`src/rtl/window_generator_pkg.sv`:
```
// Shared defaults, FSM encoding and window index helper for the window generator.
package window_generator_pkg;

   localparam int unsigned DEF_KERNEL_SIZE = 3;
   localparam int unsigned DEF_DATA_WIDTH  = 8;
   localparam int unsigned DEF_ROW_SIZE    = 5;
   localparam int unsigned DEF_COL_SIZE    = 5;
   localparam int unsigned DEF_STRIDE      = 1;

   typedef enum logic {
      FILL   = 1'b0,
      STREAM = 1'b1
   } state_t;

   // Flat window slot of pixel (r, c), r = 0 top row, c = 0 leftmost column.
   function automatic int unsigned win_idx(input int unsigned r, input int unsigned c,
                                           input int unsigned k);
      return r * k + c;
   endfunction

endpackage

```
`src/rtl/window_generator_pixel_shift_reg.sv`:
```
// One pixel stage of the line-buffer shift chain.
module pixel_shift_reg #(
   parameter int unsigned DATA_WIDTH = 8
) (
   input  logic                  clock,
   input  logic                  sreset_n,
   input  logic                  i_enable,
   input  logic [DATA_WIDTH-1:0] i_data,
   output logic [DATA_WIDTH-1:0] o_data
);

   logic [DATA_WIDTH-1:0] r_data;

   // Load the previous stage on every accepted pixel, hold otherwise.
   always_ff @(posedge clock) begin
      if (!sreset_n)     r_data <= '0;
      else if (i_enable) r_data <= i_data;
   end

   assign o_data = r_data;

endmodule

```
`src/rtl/window_generator.sv`:
```
// Sliding KxK window extractor over a raster pixel stream.
module window_generator
   import window_generator_pkg::*;
#(
   parameter int unsigned KERNEL_SIZE = DEF_KERNEL_SIZE,
   parameter int unsigned DATA_WIDTH  = DEF_DATA_WIDTH,
   parameter int unsigned ROW_SIZE    = DEF_ROW_SIZE,
   parameter int unsigned COL_SIZE    = DEF_COL_SIZE,
   parameter int unsigned STRIDE      = DEF_STRIDE
) (
   input  logic                                      clock,
   input  logic                                      sreset_n,
   input  logic                                      data_valid,
   input  logic [DATA_WIDTH-1:0]                     data_in,
   output logic [KERNEL_SIZE*KERNEL_SIZE*DATA_WIDTH-1:0] window_out,
   output logic                                      window_valid,
   output logic                                      frame_done
);

   localparam int unsigned K         = KERNEL_SIZE;
   localparam int unsigned CHAIN_LEN = (K - 1) * ROW_SIZE + K;
   localparam int unsigned COL_W     = (ROW_SIZE > 1) ? $clog2(ROW_SIZE) : 1;
   localparam int unsigned ROW_W     = (COL_SIZE > 1) ? $clog2(COL_SIZE) : 1;
   localparam int unsigned PH_W      = (STRIDE > 1) ? $clog2(STRIDE) : 1;

   state_t            r_state, w_state_nxt;
   logic [COL_W-1:0]  r_col, w_col_nxt;
   logic [ROW_W-1:0]  r_row, w_row_nxt;
   logic [PH_W-1:0]   r_col_ph, w_col_ph_nxt;
   logic [PH_W-1:0]   r_row_ph, w_row_ph_nxt;
   logic              w_last_col, w_last_pix, w_col_ok, w_row_ok, w_win_hit;
   logic [DATA_WIDTH-1:0] w_chain [CHAIN_LEN];

   // Shift chain: stage 0 takes the incoming pixel, stage i holds the pixel i steps older.
   for (genvar i = 0; i < CHAIN_LEN; i++) begin : g_chain
      if (i == 0) begin : g_head
         pixel_shift_reg #(.DATA_WIDTH(DATA_WIDTH)) u_stage (
            .clock    (clock),
            .sreset_n (sreset_n),
            .i_enable (data_valid),
            .i_data   (data_in),
            .o_data   (w_chain[i])
         );
      end else begin : g_tail
         pixel_shift_reg #(.DATA_WIDTH(DATA_WIDTH)) u_stage (
            .clock    (clock),
            .sreset_n (sreset_n),
            .i_enable (data_valid),
            .i_data   (w_chain[i-1]),
            .o_data   (w_chain[i])
         );
      end
   end

   // Window taps: pixel (r, c) of the window sits (K-1-r) rows and (K-1-c) pixels back.
   for (genvar r = 0; r < K; r++) begin : g_win_r
      for (genvar c = 0; c < K; c++) begin : g_win_c
         localparam int unsigned IDX = win_idx(r, c, K);
         localparam int unsigned TAP = (K - 1 - r) * ROW_SIZE + (K - 1 - c);
         assign window_out[IDX*DATA_WIDTH +: DATA_WIDTH] = w_chain[TAP];
      end
   end

   // Next-state: position counters, stride phases, FILL/STREAM and window qualification.
   always_comb begin
      w_state_nxt  = r_state;
      w_col_nxt    = r_col;
      w_row_nxt    = r_row;
      w_col_ph_nxt = r_col_ph;
      w_row_ph_nxt = r_row_ph;

      w_last_col = (r_col == COL_W'(ROW_SIZE - 1));
      w_last_pix = w_last_col && (r_row == ROW_W'(COL_SIZE - 1));
      w_col_ok   = (r_col >= COL_W'(K - 1)) && ((STRIDE == 1) || (r_col_ph == '0));
      w_row_ok   = (r_state == STREAM) && ((STRIDE == 1) || (r_row_ph == '0));
      w_win_hit  = data_valid && w_col_ok && w_row_ok;

      if (data_valid) begin
         // Column phase is pinned to 0 until the first window column, then counts mod STRIDE.
         if (w_last_col || (r_col < COL_W'(K - 1)))  w_col_ph_nxt = '0;
         else if (r_col_ph == PH_W'(STRIDE - 1))     w_col_ph_nxt = '0;
         else                                        w_col_ph_nxt = r_col_ph + PH_W'(1);

         if (w_last_col) begin
            w_col_nxt = '0;
            w_row_nxt = w_last_pix ? '0 : r_row + ROW_W'(1);
            if (w_last_pix || (r_row < ROW_W'(K - 1))) w_row_ph_nxt = '0;
            else if (r_row_ph == PH_W'(STRIDE - 1))    w_row_ph_nxt = '0;
            else                                       w_row_ph_nxt = r_row_ph + PH_W'(1);
         end else begin
            w_col_nxt = r_col + COL_W'(1);
         end

         case (r_state)
            FILL:    if (w_last_col && (r_row == ROW_W'(K - 2))) w_state_nxt = STREAM;
            STREAM:  if (w_last_pix) w_state_nxt = FILL;
            default: w_state_nxt = FILL;
         endcase
      end
   end

   // State, counters and registered output pulses.
   always_ff @(posedge clock) begin
      if (!sreset_n) begin
         r_state      <= FILL;
         r_col        <= '0;
         r_row        <= '0;
         r_col_ph     <= '0;
         r_row_ph     <= '0;
         window_valid <= 1'b0;
         frame_done   <= 1'b0;
      end else begin
         r_state      <= w_state_nxt;
         r_col        <= w_col_nxt;
         r_row        <= w_row_nxt;
         r_col_ph     <= w_col_ph_nxt;
         r_row_ph     <= w_row_ph_nxt;
         window_valid <= w_win_hit;
         frame_done   <= data_valid && w_last_pix;
      end
   end

endmodule

```
`config.mk`:
```
export PLATFORM = sky130hd
export DESIGN_NAME = window_generator
export DESIGN_NICKNAME = d
export VERILOG_FILES = /design/src/rtl/window_generator_pkg.sv /design/src/rtl/window_generator_pixel_shift_reg.sv /design/src/rtl/window_generator.sv
export SDC_FILE = /design/constraint.sdc
export NUM_CORES = 1
export LEC_CHECK = 0
export BUFFER_PORTS_ARGS = -buffer_cell sky130_fd_sc_hd__buf_2
export CORE_ASPECT_RATIO = 1.5
export CORE_MARGIN = 2
export CORE_UTILIZATION = 45
export CTS_BUF_LIST = sky130_fd_sc_hd__clkbuf_8
export CTS_CLUSTER_SIZE = 24
export DETAILED_ROUTE_END_ITERATION = 8
export PLACE_DENSITY = 0.67
export SLEW_MARGIN = 20
export SYNTH_ARGS = -nofsm -noshare
export SYNTH_HDL_FRONTEND = slang
export SYNTH_SLANG_ARGS = --single-unit
```
`constraint.sdc`:
```
create_clock -name clock -period 3.6 [get_ports clock]
set_clock_uncertainty 0.15 [all_clocks]
set_input_delay 0.36 -clock clock [delete_from_list [all_inputs] [get_ports clock]]
set_output_delay 0.36 -clock clock [all_outputs]
set_load 0.01 [all_outputs]
```
Word-level counts from Yosys, hierarchy flattened
Index checks and enable logic that the tools add are counted.
- input port bits: 11
- word-level logic and storage cells: 36
- register bits after elaboration: 113
- output and inout port bits: 74
- reduce and logical (&&, ||, !) cells: 6
- add/sub/neg operators: 2
- equal/unequal tests: 3
- bitwise gates (word level): 1
- $lt $le $gt $ge: 1
- multiplexer cells: 5
- operator list (cell ; number):
    3-bit by 1-bit adder with 3-bit output, second input constant ; 2
    3-bit equality test, second input constant ; 2
    3-bit 2-to-1 mux ; 2
    1-bit logical AND ; 5
    3-bit by 1-bit equality test with 1-bit output, second input constant ; 1
    3-bit by 2-bit greater-or-equal comparator with 1-bit output, second input constant ; 1
    1-bit 2-to-1 mux ; 2
    1-bit one-hot mux with 2 select lines ; 1
    2-bit AND reduction ; 1
    1-bit inverter ; 1

Depth between registers and ports, before layout
Gate-level depths: netlist of the first run.
- depth in word-level cells: 4
- gate-level depth with buffers: 6
- depth with buffers taken out: 5

Modules after synthesis
From an unflattened synthesis of the first run, not the netlist that was laid out.
- cells, all modules: 374
- area, all modules: 4365.4 µm²
- by module, submodules not included (module ; sequential area each (µm²) ; area each (µm²) ; instances ; cells each):
    pixel_shift_reg ; 160.2 ; 301.5 ; 13 ; 25
    window_generator ; 180.2 ; 445.4 ; 1 ; 49

Worst setup path before layout of the first run
OpenSTA, ideal clock, no wires.
- path kind: reg2reg
- start point: reg r_col[0]
- end point: reg r_state
- required time: 3331 ps
- setup slack: 2340 ps
- path buffers: 0
- arrival: 991 ps
- stages on the path, launching flop included: 6
- clock period less this slack: 1260 ps
- library setup time: 119 ps
- cells stage by stage: dfxtp_1 > inv_1 > ha_1 > and3_4 > a21oi_1 > nor3_2
- cells in the longest elaborated chain, start to end: 4
- elaborated cells on any way between the ends: 6
- classes of those cells: eq/ne (1); mux (3); reduce/logical (2)
- RTL lines (what ; line ; text):
    start, declared ; window_generator.sv:27 ; logic [COL_W-1:0] r_col, w_col_nxt;
    start signal, assigned ; window_generator.sv:114 ; r_col <= w_col_nxt;
    3-bit equality test (*) ; window_generator.sv:72 ; w_last_col = (r_col == COL_W'(ROW_SIZE - 1));
    1-bit logical AND (on tied branches) ; window_generator.sv:73, window_generator.sv:95 ;
    1-bit 2-to-1 mux (on tied branches) ; window_generator.sv:96, window_generator.sv:95 ;
    1-bit one-hot mux with 2 select lines (*) ; window_generator.sv:94 ; case (r_state)
    end signal, assigned ; window_generator.sv:113 ; r_state <= w_state_nxt;
    end, declared ; window_generator.sv:26 ; state_t r_state, w_state_nxt;
Every way passes the cells marked *; elsewhere a longest branch is shown, timed or not.
A chain may end at the register's enable or synchronous reset.

Worst setup path in the final report of the first run
- start point: reg g_chain[7].g_tail.u_stage.r_data[3]
- end point: out window_out[27]
- RTL lines (what ; line ; text):
    start, declared ; window_generator_pixel_shift_reg.sv:12 ; logic [DATA_WIDTH-1:0] r_data;
    start signal, assigned ; window_generator_pixel_shift_reg.sv:17 ; else if (i_enable) r_data <= i_data;
    end, declared ; window_generator.sv:15 ; output logic [KERNEL_SIZE*KERNEL_SIZE*DATA_WIDTH-1:0] window_out,
No word-level cell between the ends.

==> impl_results.md, run 1 <==
- Comb power frac: 0.051
- Total power: ~2.6 mW
- Root buf cell: clkbuf_8
- HPWL after DPL: 4984 um
- Max Fclk: 671.8 MHz
- Filler cells: approximately 880
- Die W: 84.67 um
- Crit path time final: 1.488 ns
- Final worst slack: 2.112 ns
- Top-count cell post-synth: dfxtp_1
- DRT iter0 DRCs: 119
- Flops & latches, synth: about 110
- Drt first pass iters: 6
- Cells after synthesis: 385
- Critical Path, Cell by Cell: buf_2
- Initial antenna violation count: 0
- NumNets Final: 481
- Seq pwr share: 0.499
- DRC Markers: 0
- YS warnings: 0
- CTS Sinks: 113
- Htree depth: 4
- Post-Route WL: 7638 um
- Placed insts: between 500 and 600
- Startpoint types: flop
- Required time of the critical path: 3.09 ns
- Clock Tree Buf Depth: 2
- Min-delay worst type: input pin to flop
- Worst slew pin tran: 0.7628 ns
- GRT overflow: 0
- Top cells by area, synth: dfxtp_1, mux2i_1, nor2b_1, buf_6, ha_1
- Tcrit/Tclk final: 0.4135
- Largest net degree at the start of global routing: 59
- Top post-synthesis cells by count: dfxtp_1, mux2i_1, nor2b_1
- Synth Area in Compound Gates: 0.01453
- Row count: 44
- Crit path buffers/inverters: 1
- Count of cell types in the netlist: 21
- CTS tree: yes
- GRT Total Usage: 0.1480
- GPL Wtd Cong: 0.6979
- Int Pwr: just over 2 mW
- Core Box Area: 9579 um2
- Worst-Skew Late Latency: 0.42 ns
- Max Slew Vio Count: 0
- Async S/R FF share, synth: 0
- Fraction of layout cells with a size suffix above 1: 0.2411
- Fraction of the mapped netlist area in simple logic gates: 0.1678
- # port buffers: 84
- Adder-cell share of the synthesized area: 0.01424
- CP max stage delay: 0.40 ns
- Syn_nets: 401
- Post-synth top area share: 0.5150
- Clock-pin slew on the worst setup and hold paths: around 0.07 ns
- Slew margin rel.: 0.4915
- Xor-xnor portion of the synthesized cell area: 0.001994
- First-pass GRT wire length: 12460 um
- Area grow syn2layout: 18.26%
- Starting Density: 0.4586
- Gates resized, CTS repair: 0
- Hold-fix buffers at CTS: 0
- Critical Path End Type: primary output
- Sw Ratio: 0.2097
- Status: finished clean
- Max FO, Critical Path: 3
- Critical-path top delay cell: dfxtp_1
- Psw: about 0.54 mW
- Synth Cell Area: 4393 um2
- Multiplexer share of the synthesized area: 0.2392
- Setup bufs post-CTS: 0
- Synth area leader: dfxtp_1
- Number of CTS-inserted buffers: 17
- Routed Antenna Nets: 0
- I/O Pins: 85
- Clk pwr share: 0.450
- Hold violation count in the final report: 0
- Kind of critical path: flop to primary output
- WP data arrival: 0.98 ns
- RSZ-0062 raised after global routing: no
- Setup violators final: 0
- Crit-path leading delay family: flip-flops
- Post-Route Setup TNS: 0 ns
- Via count: 2842
- PD cells: 491.8 nW/um2
- Die H: 125.0 um
- Post-synth EDFFs: 0
- Sequential area share after synthesis: 0.5150
- Post-synth top flop: dfxtp_1
- Largest family of logic cells by synthesized area: multiplexers
- Synth Area per Inst: 11.41 um2
- Ant diodes: 0
- Layout Cells excl Fill: 592
- WL/cell: 12.90 um
- DR vias/cell: 4.801
- Maximum vdd drop: 0.0003174 V
- Post-placement setup slack: ~1.7 ns
- Vias in the first global route: between 2000 and 3000
- Static leakage: approximately 2.4 nW
- Max cap viols: 0
- Die ar.: 10580 um2
## worst paths after layout
path         cells past startpoint                                   to  slack, ns                                start
max                              1                       window_out[27]       2.11  g_chain[7].g_tail.u_stage.o_data[3]
min                              3  g_chain[0].g_head.u_stage.o_data[3]       0.05                           data_in[3]
max reg2reg                      5                             r_row[2]       2.26                             r_col[0]
min reg2reg                      2                             r_row[1]       0.33                             r_row[1]
## sequential cells by signal, summed over array words and instances (netlist names)
register,count
g_chain.g_tail.u_stage.o_data,96
frame_done,1
r_state,1
window_valid,1
r_col,3
r_row,3
g_chain.g_head.u_stage.o_data,8
## routing by layer
metal | up-vias | part of all wire | track usage
li1 | 1442 | - | -
met1 | 1329 | 0.44 | 0.1731
met2 | 62 | 0.50 | 0.2339
met3 | 9 | 0.047 | 0.05545
met4 | 0 | 0.017 | 0.07843
met5 | - | 0 | 0
## area by class of cell
| class | count | area [um2] | area share |
|---|---|---|---|
| Multi-Input combinational cell | 242 | 1923 | 0.3702 |
| Sequential cell | 113 | 2262 | 0.4355 |
| Timing Repair Buffer | 86 | 454.2 | 0.08743 |
| Clock inverter | 9 | 90.09 | 0.01734 |
| Inverter | 5 | 18.77 | 0.003613 |
| Clock buffer | 22 | 302.8 | 0.05829 |
| Tap cell | 115 | 143.9 | 0.02770 |
## metrics by stage
stage,hold WS (ns),util,instance area (um2)
2_1_floorplan,0.2975,-,4393
3_3_place_gp,0.3074,0.5013,4802
3_5_place_dp,0.3241,0.5013,4802
4_1_cts,0.02472,0.5423,5195
5_1_grt,0.03947,0.5423,5195
6_report,0.04825,0.5423,5195
## power groups by stage
stage / logic (mW) / registers [mW] / clock network (mW)
final: 0.130 / 1.27 / 1.15
after global routing: 0.141 / 1.28 / 1.24
after CTS: 0.132 / 1.27 / 1.18
after detailed placement: 0.132 / 1.30 / 0
after global placement: 0.129 / 1.30 / 0
after floorplan: 0.109 / 1.31 / 0
## placed cells by master, fill, tap and decap left out, types with 3 or more instances in the layout
cell	count
clkinv_2	3
a21boi_1	3
nand3_1	4
nor2b_1	104
buf_2	83
mux2i_1	105
nor2_1	5
clkbuf_8	22
inv_1	9
nand2_1	5
o21ai_0	4
dfxtp_1	113
ha_1	5
## tightest hold or removal path: cells and delay by family
| kind | cells | cell delay [ns] |
|---|---|---|
| AND/OR/NAND/NOR | 1 | 0.09 |
| buffers and inverters | 1 | 0.07 |
| multiplexers | 1 | 0.06 |
## cells by family (layout without fill, tap and decap cells)
family,after synthesis,after routing
compound gates,10,10
xor+xnor,1,1
fa+ha+maj,5,5
buf+inv,30,122
flops,113,113
mux,105,105
simple gates,121,121
No activity file was read; power rests on OpenSTA's default activity.
==> run 2: changes to the inputs <==
==> constraint.sdc (replaced) <==
create_clock -name clock -period 1.53 [get_ports clock]
set_clock_uncertainty 0.15 [all_clocks]
set_input_delay 0.153 -clock clock [delete_from_list [all_inputs] [get_ports clock]]
set_output_delay 0.153 -clock clock [all_outputs]
set_load 0.01 [all_outputs]
==> impl_results.md, run 2 (synthesis gave the netlist of run 1 again) <==
- Worst slew pin tran: 0.2856 ns (was 0.7628 ns)
- Finished Core Util: 0.5709 (was 0.5423)
- CTS Sinks: 113 (unchanged)
- # port buffers: 84 (unchanged)
- GRT Total Usage: 0.1554 (was 0.1480)
- Via count: 2843 (was 2842)
- Highest metal used: met4 (unchanged)
- Tcrit/Tclk final: 0.9036
- Static leakage: 2.497 nW (was 2.384 nW)
- Ant diodes: 0 (unchanged)
- Fraction of layout cells with a size suffix above 1: 0.2500 (was 0.2411)
- Area grow syn2layout: 24.49% (was 18.26%)
- Required time of the critical path: 1.68 ns (was 3.09 ns)
- Status: finished clean (unchanged)
- Die H: 125.0 um (unchanged)
- Clock-pin slew on the worst setup and hold paths: 0.06 ns (was 0.07 ns)
- Max cap viols: 0 (unchanged)
- CTS tree: yes (unchanged)
- DRC Markers: 0 (unchanged)
- Starting Density: 0.4586 (unchanged)
- Die W: 84.67 um (unchanged)
- Post-Route WL: 7824 um (was 7638 um)
- Layout Cells excl Fill: 607 (was 592)
- Setup violators final: 0 (unchanged)
- Post-Route Setup TNS: 0 ns (unchanged)
- WP data arrival: 1.53 ns (was 0.98 ns)
- Root buf cell: clkbuf_8 (unchanged)
- Htree depth: 4 (unchanged)
- Slew margin rel.: 0.8096 (was 0.4915)
- Number of CTS-inserted buffers: 17 (unchanged)
- Row count: 44 (unchanged)
- Hold violation count in the final report: 0 (unchanged)
- NumNets Final: 495 (was 481)
- Critical Path End Type: flop (was primary output)
- Multi-input gate area: 1923 um2 (unchanged)
- Max FO, Critical Path: 22 (was 3)
- Max Fclk: 723.4 MHz
- WL/cell: 12.89 um (was 12.90 um)
- Metal-1 WL: 3538 um (was 3345 um)
- Filler cells: 859 (was 875)
- Maximum vdd drop: 0.0009866 V (was 0.0003174 V)
- Placed insts: 566 (was 561)
- Worst-Skew Late Latency: 0.41 ns (was 0.42 ns)
- Crit path time final: 1.382 ns
- Storage element area: 2262 um2 (unchanged)
- Max Slew Vio Count: 0 (unchanged)
- I/O Pins: 85 (unchanged)
- Core Box Area: 9579 um2 (unchanged)
- Startpoint types: input pin (was flop)
- Commonest non-fill, non-tap cells in the layout: dfxtp_1, mux2i_1, nor2b_1 (unchanged)
- Total power: 6.649 mW (was 2.555 mW)
- First-pass GRT wire length: 13180 um (was 12460 um)
- DRT iter0 DRCs: 97 (was 119)
- Metal3 WL: 309 um (was 361 um)
- Min-delay worst type: input pin to flop (unchanged)
- GPL Wtd Cong: 0.7130 (was 0.6979)
- Vias in the first global route: 2809 (was 2667)
- WL met2: 3857 um (was 3798 um)
- Initial antenna violation count: 0 (unchanged)
- HPWL after DPL: 5179 um (was 4984 um)
- DR vias/cell: 4.684 (was 4.801)
- GRT overflow: 0 (unchanged)
- Drt first pass iters: 4 (was 6)
- Largest net degree at the start of global routing: 80 (was 59)
- RSZ-0062 raised after global routing: no (unchanged)
- Routed Antenna Nets: 0 (unchanged)
- Most common cell after layout, fill and taps aside: dfxtp_1 (unchanged)
- Die ar.: 10580 um2 (unchanged)
- Clock Tree Buf Depth: 2 (unchanged)
- Max FFs per register: 96 (unchanged)
- PD cells: 1216 nW/um2 (was 491.8 nW/um2)
- Kind of critical path: input pin to flop (was flop to primary output)
run 2: through the flow:
| step | cell area [um2] | hold slack (ns) | setup slack (ns) |
|---|---|---|---|
| floorplan | 4393 | 0.1725 | 0.2696 |
| global placement | 4902 | 0.2612 | 0.2490 |
| detailed placement | 4902 | 0.2678 | 0.1709 |
| CTS | 5469 | 0.07662 | 0.1605 |
| global route | 5469 | 0.07911 | 0.08613 |
| finish | 5469 | 0.09972 | 0.1475 |
run 2: final timing paths:
| kind | slack [ns] | depth (start not counted) | endpoint | from |
|---|---|---|---|---|
| max | 0.15 | 5 | g_chain[4].g_tail.u_stage.o_data[5] | data_valid |
| min | 0.1 | 3 | g_chain[8].g_tail.u_stage.o_data[7] | sreset_n |
| max reg2reg | 0.17 | 5 | r_state | r_col[0] |
| min reg2reg | 0.33 | 2 | r_row[1] | r_row[1] |
run 2: where the power goes:
| part | total [mW] | leakage (nW) | switching (mW) | internal [mW] |
|---|---|---|---|---|
| registers | 3.00 | 0.913 | 0.0245 | 2.97 |
| clock network | 3.30 | 0.248 | 1.13 | 2.17 |
| logic | 0.354 | 1.34 | 0.164 | 0.190 |
| total | 6.65 | 2.50 | 1.32 | 5.33 |
run 2: per-layer routing:
metal / up-vias / track usage
li1: 1465 / -
met1: 1315 / 0.1819
met2: 54 / 0.2538
met3: 9 / 0.05347
met4: 0 / 0.07283
met5: - / 0
run 2: area by class of cell:
cell class | instances | area share
Clock buffer | 19 | 0.04782
Clock inverter | 13 | 0.03935
Inverter | 5 | 0.003432
Multi-Input combinational cell | 242 | 0.3516
Sequential cell | 113 | 0.4136
Tap cell | 115 | 0.02631
Timing Repair Buffer | 100 | 0.1178
run 2: timing repair:
item / in CTS / in global routing
hold endpoints to repair: 10 / 0
hold buffers: 9 / 0
resized for setup: 0 / 0
setup buffers: 0 / 0
run 2: worst max-delay path: stages:
cell and delay [ns]:
dlygate4sd3_1 0.55, buf_6 0.29, buf_12 0.24, mux2i_1 0.22, nor2b_1 0.07
==> run 3: changes to the inputs <==
--- a/config.mk
+++ b/config.mk
@@ -13,6 +13,7 @@
 export CTS_CLUSTER_SIZE = 24
 export DETAILED_ROUTE_END_ITERATION = 8
 export PLACE_DENSITY = 0.67
+export SETUP_SLACK_MARGIN = 0.15
 export SLEW_MARGIN = 20
 export SYNTH_ARGS = -nofsm -noshare
 export SYNTH_HDL_FRONTEND = slang
==> impl_results.md, run 3 (synthesis gave the netlist of run 1 again) <==
- Setup violators final: 0 (unchanged)
- Min Hold Slack: 0.09962 ns (was 0.09972 ns)
- Vias in the first global route: 2809 (unchanged)
- DR vias/cell: 4.684 (unchanged)
- Max FFs per register: 96 (unchanged)
- Setup bufs post-CTS: 0 (unchanged)
- Slew margin rel.: 0.8197 (was 0.8096)
- Placed insts: 566 (unchanged)
- First-pass GRT wire length: 13180 um (unchanged)
- Hold violation count in the final report: 0 (unchanged)
- DRT iter0 DRCs: 106 (was 97)
- Clock Tree Buf Depth: 2 (unchanged)
- Post-Route Setup TNS: 0 ns (unchanged)
- Ant diodes: 0 (unchanged)
- Drt first pass iters: 4 (unchanged)
- Static leakage: 2.502 nW (was 2.497 nW)
- Maximum vdd drop: 0.0009865 V (was 0.0009866 V)
- R2R Setup Slk: 0.22 ns (was 0.17 ns)
- Clock-pin slew on the worst setup and hold paths: 0.06 ns (about the same)
- CTS Sinks: 113 (unchanged)
- Die ar.: 10580 um2 (unchanged)
- Min-delay worst type: input pin to flop (unchanged)
- GRT overflow: 0 (unchanged)
- GRT Total Usage: 0.1554 (unchanged)
- Fraction of layout cells with a size suffix above 1: 0.2581 (was 0.2500)
- Placed inst area: 4902 um2 (unchanged)
- Layout Cells excl Fill: 607 (unchanged)
- Kind of critical path: input pin to flop (unchanged)
- Tcrit/Tclk final: 0.8695 (was 0.9036)
- CTS tree: yes (unchanged)
- Design area: 5489 um2 (was 5469 um2)
- Critical Path End Type: flop (unchanged)
- GR Util met1: 0.1819 (unchanged)
- DRC Markers: 0 (unchanged)
- Commonest non-fill, non-tap cells in the layout: dfxtp_1, mux2i_1, nor2b_1 (unchanged)
- R2R depth: 5 (unchanged)
- Post-Route WL: 7873 um (was 7824 um)
- Max cap viols: 0 (unchanged)
- R2r startpoint: r_col[0] (unchanged)
- WP data arrival: 1.48 ns (was 1.53 ns)
- Reg-to-reg endpoint: r_state (unchanged)
- Row count: 44 (unchanged)
- Htree depth: 4 (unchanged)
- PD cells: 1213 nW/um2 (was 1216 nW/um2)
- Max Fclk: 751.7 MHz (was 723.4 MHz)
- Met2 usage: 0.2538 (unchanged)
- Number of CTS-inserted buffers: 17 (unchanged)
- Required time of the critical path: 1.68 ns (about the same)
- Most Crowded Layer GR: met2 (unchanged)
- Die H: 125.0 um (unchanged)
- Max FO, Critical Path: 22 (unchanged)
- Starting Density: 0.4586 (unchanged)
- Initial antenna violation count: 0 (unchanged)
- Critical Path Source: data_valid (unchanged)
- CP Capture Point: g_chain[4].g_tail.u_stage.o_data[5] (unchanged)
- I/O Pins: 85 (unchanged)
- RSZ-0062 raised after global routing: yes (was no)
- Root buf cell: clkbuf_8 (unchanged)
- Largest net degree at the start of global routing: 80 (unchanged)
- Core Box Area: 9579 um2 (unchanged)
- Most common cell after layout, fill and taps aside: dfxtp_1 (unchanged)
- Storage element area: 2265 um2 (was 2262 um2)
- HPWL after DPL: 5179 um (unchanged)
- Global Route met3 Usage: 0.05347 (unchanged)
- Die W: 84.67 um (unchanged)
- Via count: 2843 (unchanged)
- WL/cell: 12.97 um (was 12.89 um)
- Crit path time final: 1.330 ns (was 1.382 ns)
- Area grow syn2layout: 24.95% (was 24.49%)
- NumNets Final: 495 (unchanged)
- Worst slew pin tran: 0.2705 ns (was 0.2856 ns)
- Max Slew Vio Count: 0 (unchanged)
- Startpoint types: input pin (unchanged)
- Multi-input gate area: 1932 um2 (was 1923 um2)
- Status: finished clean (unchanged)
- GPL Wtd Cong: 0.7130 (unchanged)
- Filler cells: 854 (was 859)
- Worst-Skew Late Latency: 0.41 ns (about the same)
- Routed Antenna Nets: 0 (unchanged)
- # port buffers: 84 (unchanged)
-- run 3: per-layer routing --
| layer | share of wire | wire length (um) |
|---|---|---|
| met5 | 0 | 0 |
| met4 | 0.015 | 118 |
| met3 | 0.040 | 314 |
| met2 | 0.50 | 3934 |
| met1 | 0.45 | 3506 |
-- run 3: how the worst min path moves through the flow --
stage | startpoint | end | slack (ns) | cells past startpoint
4_1_cts | sreset_n | g_chain[8].g_tail.u_stage.o_data[7] | 0.08 | 3
6_report | sreset_n | g_chain[8].g_tail.u_stage.o_data[7] | 0.1 | 3
5_1_grt | sreset_n | g_chain[8].g_tail.u_stage.o_data[7] | 0.08 | 3
3_3_place_gp | data_in[3] | g_chain[0].g_head.u_stage.o_data[3] | 0.26 | 3
3_5_place_dp | data_in[3] | g_chain[0].g_head.u_stage.o_data[3] | 0.27 | 3
2_1_floorplan | data_in[0] | g_chain[0].g_head.u_stage.o_data[0] | 0.17 | 2
-- run 3: critical path, stage by stage --
cell and delay (ns):
dlygate4sd3_1 0.58, buf_12 0.22, buf_12 0.22, mux2i_1 0.22, nor2b_1 0.07
-- run 3: layout make-up --
class,instances,area share
sequential,113,0.4126
multi-input combinational,242,0.3519
timing repair buffer,100,0.1190
clock buffer,19,0.04764
clock inverter,13,0.03921
tap,115,0.02621
inverter,5,0.003419
-- run 3: through the flow --
| stage | utilization | power (mW) | worst slack, ns |
|---|---|---|---|
| 2_1_floorplan | - | 3.328 | 0.2696 |
| 3_3_place_gp | 0.5118 | 3.396 | 0.2490 |
| 3_5_place_dp | 0.5118 | 3.403 | 0.1709 |
| 4_1_cts | 0.5709 | 6.736 | 0.1605 |
| 5_1_grt | 0.5730 | 6.907 | 0.1336 |
| 6_report | 0.5730 | 6.658 | 0.1997 |
-- run 3: what timing repair did --
action                                  CTS  global route
resized for setup                         0             6
endpoints found under the hold margin    10             0
hold buffers                              9             0
endpoints found under the setup margin    0            23
-- run 3: report_power, final --
group	internal [mW]	switching, mW	leakage (nW)
Sequential	2.98	0.0246	0.913
Combinational	0.193	0.167	1.34
Clock	2.17	1.13	0.248
